==> src/rtl/ext_tran_pkg.sv <==
// Shared encodings for the host-initiated Wishbone transaction master.
package ext_tran_pkg;

  localparam int unsigned DATA_W          = 32;
  localparam int unsigned ADDR_W          = 32;
  localparam int unsigned SEL_W           = 4;
  localparam int unsigned DEFAULT_TIMEOUT = 1024;

  typedef enum logic [1:0] {
    SIZE_BYTE = 2'b00,
    SIZE_HALF = 2'b01,
    SIZE_WORD = 2'b10,
    SIZE_RSVD = 2'b11
  } size_e;

  typedef enum logic [1:0] {
    ST_IDLE = 2'b00,
    ST_BUS  = 2'b01,
    ST_DONE = 2'b10
  } state_e;

  // Counter must be able to hold the timeout value itself.
  function automatic int unsigned cnt_width(input int unsigned timeout);
    return $clog2(timeout + 1);
  endfunction

endpackage

==> src/rtl/ext_tran_lanes.sv <==
// Little-endian byte-lane steering: selects, write replication, read alignment
// and the legality check for a request.
module ext_tran_lanes
  import ext_tran_pkg::*;
(
  input  logic [1:0]        req_addr_lo,
  input  size_e             req_size,
  input  logic [DATA_W-1:0] req_data,
  input  logic [1:0]        rsp_addr_lo,
  input  size_e             rsp_size,
  input  logic [DATA_W-1:0] rsp_data,
  output logic [SEL_W-1:0]  sel_c,
  output logic [DATA_W-1:0] wdat_c,
  output logic [DATA_W-1:0] rdat_c,
  output logic              legal_c
);

  logic [DATA_W-1:0] rsp_shift;

  always_comb begin
    sel_c   = '0;
    wdat_c  = req_data;
    legal_c = 1'b0;
    case (req_size)
      SIZE_BYTE: begin
        sel_c   = 4'b0001 << req_addr_lo;
        wdat_c  = {4{req_data[7:0]}};
        legal_c = 1'b1;
      end
      SIZE_HALF: begin
        sel_c   = req_addr_lo[1] ? 4'b1100 : 4'b0011;
        wdat_c  = {2{req_data[15:0]}};
        legal_c = ~req_addr_lo[0];
      end
      SIZE_WORD: begin
        sel_c   = 4'b1111;
        legal_c = (req_addr_lo == 2'b00);
      end
      default: ;
    endcase
  end

  // Move the addressed lane(s) down to bit 0 and zero-extend.
  always_comb begin
    rsp_shift = rsp_data >> {rsp_addr_lo, 3'b000};
    rdat_c    = rsp_data;
    case (rsp_size)
      SIZE_BYTE: rdat_c = {24'h0, rsp_shift[7:0]};
      SIZE_HALF: rdat_c = {16'h0, rsp_shift[15:0]};
      default:   rdat_c = rsp_data;
    endcase
  end

endmodule

==> src/rtl/ext_tran_master.sv <==
// Single-outstanding Wishbone classic master driven by host register fields,
// with sticky ready/error status and a bus timeout.
module ext_tran_master
  import ext_tran_pkg::*;
#(
  parameter int unsigned TIMEOUT_CYCLES = DEFAULT_TIMEOUT
) (
  input  logic              clk_i,
  input  logic              reset_i,
  input  logic [ADDR_W-1:0] ext_tran_addr_i,
  input  logic [DATA_W-1:0] ext_tran_data_i,
  input  logic [1:0]        ext_tran_size_i,
  input  logic              ext_tran_write_i,
  input  logic              ext_tran_start_i,
  input  logic              ext_tran_clear_i,
  output logic [DATA_W-1:0] ext_tran_data_o,
  output logic              ext_tran_ready_o,
  output logic              ext_tran_error_o,
  output logic              wb_cyc_o,
  output logic              wb_stb_o,
  output logic              wb_we_o,
  output logic [ADDR_W-1:0] wb_adr_o,
  output logic [DATA_W-1:0] wb_dat_o,
  output logic [SEL_W-1:0]  wb_sel_o,
  input  logic [DATA_W-1:0] wb_dat_i,
  input  logic              wb_ack_i,
  input  logic              wb_err_i
);

  localparam int unsigned CNT_W = cnt_width(TIMEOUT_CYCLES);

  state_e            state_q,   state_d;
  logic [CNT_W-1:0]  cnt_q,     cnt_d;
  logic [1:0]        addr_lo_q, addr_lo_d;
  size_e             size_q,    size_d;
  logic              cyc_q,     cyc_d;
  logic              we_q,      we_d;
  logic [ADDR_W-1:0] adr_q,     adr_d;
  logic [SEL_W-1:0]  sel_q,     sel_d;
  logic [DATA_W-1:0] wdat_q,    wdat_d;
  logic [DATA_W-1:0] rdata_q,   rdata_d;
  logic              ready_q,   ready_d;
  logic              error_q,   error_d;

  logic [SEL_W-1:0]  sel_c;
  logic [DATA_W-1:0] wdat_c;
  logic [DATA_W-1:0] rdat_c;
  logic              legal_c;
  logic              timeout_c;

  ext_tran_lanes u_lanes (
    .req_addr_lo (ext_tran_addr_i[1:0]),
    .req_size    (size_e'(ext_tran_size_i)),
    .req_data    (ext_tran_data_i),
    .rsp_addr_lo (addr_lo_q),
    .rsp_size    (size_q),
    .rsp_data    (wb_dat_i),
    .sel_c       (sel_c),
    .wdat_c      (wdat_c),
    .rdat_c      (rdat_c),
    .legal_c     (legal_c)
  );

  assign timeout_c = (cnt_q == CNT_W'(TIMEOUT_CYCLES - 1));

  always_comb begin
    state_d   = state_q;
    cnt_d     = cnt_q;
    addr_lo_d = addr_lo_q;
    size_d    = size_q;
    cyc_d     = cyc_q;
    we_d      = we_q;
    adr_d     = adr_q;
    sel_d     = sel_q;
    wdat_d    = wdat_q;
    rdata_d   = rdata_q;
    ready_d   = ready_q;
    error_d   = error_q;
    case (state_q)
      ST_IDLE, ST_DONE: begin
        if (ext_tran_start_i) begin
          addr_lo_d = ext_tran_addr_i[1:0];
          size_d    = size_e'(ext_tran_size_i);
          ready_d   = 1'b0;
          error_d   = 1'b0;
          if (legal_c) begin
            state_d = ST_BUS;
            cnt_d   = '0;
            cyc_d   = 1'b1;
            we_d    = ext_tran_write_i;
            adr_d   = {ext_tran_addr_i[ADDR_W-1:2], 2'b00};
            sel_d   = sel_c;
            wdat_d  = wdat_c;
          end else begin
            state_d = ST_DONE;
            ready_d = 1'b1;
            error_d = 1'b1;
          end
        end else if (ext_tran_clear_i) begin
          state_d = ST_IDLE;
          ready_d = 1'b0;
          error_d = 1'b0;
        end
      end
      ST_BUS: begin
        // Error and timeout take priority over a coincident ack.
        if (wb_err_i || timeout_c) begin
          state_d = ST_DONE;
          cyc_d   = 1'b0;
          ready_d = 1'b1;
          error_d = 1'b1;
          if (!we_q) rdata_d = '0;
        end else if (wb_ack_i) begin
          state_d = ST_DONE;
          cyc_d   = 1'b0;
          ready_d = 1'b1;
          if (!we_q) rdata_d = rdat_c;
        end else begin
          cnt_d = cnt_q + CNT_W'(1);
        end
      end
      default: state_d = ST_IDLE;
    endcase
  end

  always_ff @(posedge clk_i or negedge reset_i) begin
    if (!reset_i) begin
      state_q   <= ST_IDLE;
      cnt_q     <= '0;
      addr_lo_q <= '0;
      size_q    <= SIZE_BYTE;
      cyc_q     <= 1'b0;
      we_q      <= 1'b0;
      adr_q     <= '0;
      sel_q     <= '0;
      wdat_q    <= '0;
      rdata_q   <= '0;
      ready_q   <= 1'b0;
      error_q   <= 1'b0;
    end else begin
      state_q   <= state_d;
      cnt_q     <= cnt_d;
      addr_lo_q <= addr_lo_d;
      size_q    <= size_d;
      cyc_q     <= cyc_d;
      we_q      <= we_d;
      adr_q     <= adr_d;
      sel_q     <= sel_d;
      wdat_q    <= wdat_d;
      rdata_q   <= rdata_d;
      ready_q   <= ready_d;
      error_q   <= error_d;
    end
  end

  assign wb_cyc_o         = cyc_q;
  assign wb_stb_o         = cyc_q;
  assign wb_we_o          = we_q;
  assign wb_adr_o         = adr_q;
  assign wb_sel_o         = sel_q;
  assign wb_dat_o         = wdat_q;
  assign ext_tran_data_o  = rdata_q;
  assign ext_tran_ready_o = ready_q;
  assign ext_tran_error_o = error_q;

endmodule

==> config.mk <==
export PLATFORM = sky130hd
export DESIGN_NAME = ext_tran_master
export DESIGN_NICKNAME = d
export VERILOG_FILES = /design/src/rtl/ext_tran_pkg.sv /design/src/rtl/ext_tran_lanes.sv /design/src/rtl/ext_tran_master.sv
export SDC_FILE = /design/constraint.sdc
export NUM_CORES = 1
export LEC_CHECK = 0
export ABC_AREA = 1
export CORE_UTILIZATION = 46
export DETAILED_ROUTE_END_ITERATION = 7
export GPL_TIMING_DRIVEN = 0
export HOLD_SLACK_MARGIN = 0.03
export PLACE_DENSITY = 0.85
export SLEW_MARGIN = 10
export SYNTH_ARGS = -nofsm -noshare
export SYNTH_HDL_FRONTEND = slang
export SYNTH_HIERARCHICAL = 1
export SYNTH_SLANG_ARGS = --single-unit
export TNS_END_PERCENT = 100
==> constraint.sdc <==
create_clock -name clk_i -period 2.1 [get_ports clk_i]
set_clock_uncertainty 0.1 [all_clocks]
set_input_delay 0.42 -clock clk_i [delete_from_list [all_inputs] [get_ports clk_i]]
set_output_delay 0.42 -clock clk_i [all_outputs]
set_load 0.005 [all_outputs]
==> results_dict.tcl <==
set metrics [dict create \
    status "completed" \
    fin_total_pwr_w 0.009199 \
    grt_use_total_pct 25.75 \
    cts_max_level 4 \
    clkSlewWorstSetupHoldPaths_ns 0.05 \
    numPlacedInstances 1108 \
    critical_path.slowest_cell "sky130_fd_sc_hd__mux2_2" \
    synth-seq-area-share_pct 48.05 \
    final.hold.worst_slack_ns 0.3648 \
    first_pass_grt_wire_length_um 27810 \
    fmaxAchievable_mhz 506.0 \
    cellPowerDensity_mw_per_mm2 1002 \
    ant_cells 0 \
    cts_tree "done" \
    tritoncts_num_sinks 119 \
    asyncSetResetFlopFracSynth_pct 100.0 \
    route.vias.total 5613 \
    timing.final.hold_violations 0 \
    synthXorXnorAreaFrac_pct 0.7066 \
    ir_drop_worst_case_vdd_mv 0.6608 \
    synthAdderAreaFrac_pct 0.2019 \
    reported_leakage_power_nw 4.591 \
    setup.worst_path.class "in -> reg" \
    fp-row-count 42 \
    antenna_violations_before_repair 0 \
    synth_top_family_by_area "simple AND/OR/NAND/NOR gates" \
    finalCritPeriodShare_pct 94.12 \
    ys_dominant_reg_cell "sky130_fd_sc_hd__dfrtp_1" \
    number_of_nets_still_failing_antenna_checks_after_routing 0 \
    start_kind "input pin" \
    drv.max_cap_violation_count 0 \
    routed_wirelength_um 16830 \
    cpMostUsedCell "sky130_fd_sc_hd__buf_6" \
    syn_to_final_growth_pct 48.19 \
    max_stage_delay_ns 0.34 \
    cts_buffer_depth 2 \
    critPathMaxFanout 10 \
    r2r_cell_count 11 \
    yosysWarnings 6 \
    num-nets-final 1058 \
    synth_enable_flop_cells 0 \
    timing.hold.worst.class "in -> reg" \
    netlist_area_mm2 0.006197 \
    instances_no_fill 1141 \
    die_height_um 118.1 \
    detail_route.drc_violations 0 \
    final_period_minus_worst_setup_slack_ns 1.976 \
    place.port_buffers 207 \
    critical_path_arrival_ns 2.17 \
    grt_start_max_net_pins 88 \
    synth-compound-area-share_pct 2.403 \
    fp.dieArea_mm2 0.01394 \
    routed_via_density 4.919 \
    fraction_of_layout_cells_with_a_size_suffix_above_1_pct 17.41 \
    synth.avg_cell_area_um2 8.571 \
    clock-root-buffer "sky130_fd_sc_hd__clkbuf_16" \
    first_global_vias 5799 \
    clk_latency_ns 0.42 \
    holdPathStages 3 \
    chipWidth_um 118.1 \
    rsz0062_at_grt "false" \
    detailedPlacementHpwl_um 12270 \
    postSynthRegisterBits 119 \
    starting_density_of_the_core_pct 46.98 \
    initialDrtViolationCount 364 \
    synthesis.instances 723 \
    crit_path_cell_trace "dlygate4sd2_1, buf_6, inv_2, buf_4, a21oi_2, a21oi_4, nand2_4, buf_6, buf_6, mux2_2" \
    wl_per_cell_um 14.75 \
    final.setup.tns_ns 0 \
    slew_viol_final 0 \
    core_area_mm2 0.01319 \
    post_synth_and_or_nand_nor_area_fraction_pct 26.87 \
    routabilityCongestion 0.8974 \
    crit_required_ns 2.29 \
    grt_overflow_total 0 \
    cts-buffers-inserted 17 \
    post_synth_mux_area_share_pct 11.99 \
    finalSetupViolCount 0 \
    ioPinCount 210 \
    worst_setup_path_end_kind "flip-flop" \
    synth_cell_types 31 \
    detailedRoute.firstPassIterationCount 5 \
]
-- synth_stat cells (7+ instances only) --
master	n	share of area (%)
sky130_fd_sc_hd__buf_2	10	0.81
sky130_fd_sc_hd__buf_4	13	1.6
sky130_fd_sc_hd__buf_6	15	2.7
sky130_fd_sc_hd__dfrtp_1	119	48
sky130_fd_sc_hd__inv_1	63	3.8
sky130_fd_sc_hd__inv_2	9	0.55
sky130_fd_sc_hd__mux2_2	65	12
sky130_fd_sc_hd__nand2_1	296	18
sky130_fd_sc_hd__nand3_1	59	4.8
sky130_fd_sc_hd__nor2_1	16	0.97
sky130_fd_sc_hd__nor2_4	7	1.3
sky130_fd_sc_hd__o211ai_1	7	0.85
sky130_fd_sc_hd__o21ai_0	8	0.65
-- registers in the layout, summed over array words and instances (netlist names) --
| signal | cells |
|---|---|
| addr_lo_q | 2 |
| cnt_q | 11 |
| ext_tran_data_o | 32 |
| ext_tran_error_o | 1 |
| ext_tran_ready_o | 1 |
| size_q | 2 |
| state_q | 2 |
| wb_adr_o | 30 |
| wb_cyc_o | 1 |
| wb_dat_o | 32 |
| wb_sel_o | 4 |
| wb_we_o | 1 |
-- cell usage in the layout, fill, tap and decap left out, types with 12 or more instances in the layout --
cell type and count:
sky130_fd_sc_hd__clkbuf_16 17, sky130_fd_sc_hd__clkdlybuf4s50_1 204, sky130_fd_sc_hd__nand3_1 59, sky130_fd_sc_hd__buf_4 12, sky130_fd_sc_hd__dfrtp_1 119, sky130_fd_sc_hd__buf_6 17, sky130_fd_sc_hd__mux2_2 65, sky130_fd_sc_hd__nand2_1 296
sky130_fd_sc_hd__nor2_1 16, sky130_fd_sc_hd__inv_1 63
-- layer usage --
| metal | part of all wire [%] | GRT usage (%) | vias up |
|---|---|---|---|
| li1 | - | - | 2706 |
| met1 | 41 | 30.54 | 2615 |
| met2 | 47 | 42.13 | 256 |
| met3 | 9.0 | 8.672 | 36 |
| met4 | 2.6 | 11.78 | 0 |
| met5 | 0 | 0 | - |
-- final timing paths --
| path | from | endpoint | slack, ns |
|---|---|---|---|
| worst min-delay path | ext_tran_size_i[1] | size_q[1] | 0.36 |
| worst max register to register | cnt_q[0] | ext_tran_data_o[16] | 0.27 |
| worst min register to register | ext_tran_ready_o | ext_tran_ready_o | 0.38 |
| worst max-delay path | ext_tran_size_i[1] | wb_adr_o[27] | 0.12 |
| max in group asynchronous | reset_i | wb_adr_o[15] | 0.79 |
| min in group asynchronous | reset_i | ext_tran_data_o[20] | 0.37 |
-- critical path: cells and delay by family --
family	cells	cell delay, ns
AOI/OAI and AO/OA	2	0.26
buffers and inverters	6	1.02
muxes	1	0.34
and+or+nand+nor	1	0.12
-- kinds of logic (layout without fill, tap and decap cells) --
| group | count (synthesis) | after routing |
|---|---|---|
| AO/OA/AOI/OAI | 25 | 25 |
| XOR/XNOR | 5 | 5 |
| adder cells (fa/ha/maj) | 1 | 1 |
| buffers and inverters | 111 | 352 |
| flip-flops | 119 | 119 |
| multiplexers | 66 | 66 |
| other | 1 | 2 |
| AND/OR/NAND/NOR | 395 | 395 |
-- where the power goes --
part           total (W)  internal (W)  switching, W
Combinational    0.00287       0.00176       0.00111
Sequential       0.00326       0.00290      0.000354
Clock            0.00307       0.00206       0.00102
-- layout make-up --
class | instances | area (um2)
multi-input cells | 494 | 2641
well taps | 176 | 220.2
repair buffers | 209 | 2108
inverters | 72 | 270.3
plain buffers | 39 | 335.3
clock buffers | 26 | 519.2
fillers | 1027 | 4006
flip-flops and latches | 119 | 2978
clock inverters | 6 | 111.4
-- per-stage QoR --
| stage | worst slack [ns] | utilization, % | instance area, um2 |
|---|---|---|---|
| final | 0.1236 | 69.63 | 9184 |
| after global routing | 0.05224 | 69.63 | 9184 |
| after CTS | 0.1320 | 69.63 | 9184 |
| after detailed placement | -0.7781 | 64.61 | 8522 |
| after global placement | -4.276 | 64.39 | 8493 |
| after floorplan | 0.1416 | - | 6201 |
-- repair_timing --
action / in CTS / in global routing
endpoints found under the hold margin: 32 / 0
setup buffers: 0 / 0
setup endpoints to repair: 79 / 0
hold buffers: 1 / 0
gates resized for setup: 7 / 0
No activity file was read; power rests on OpenSTA's default activity.
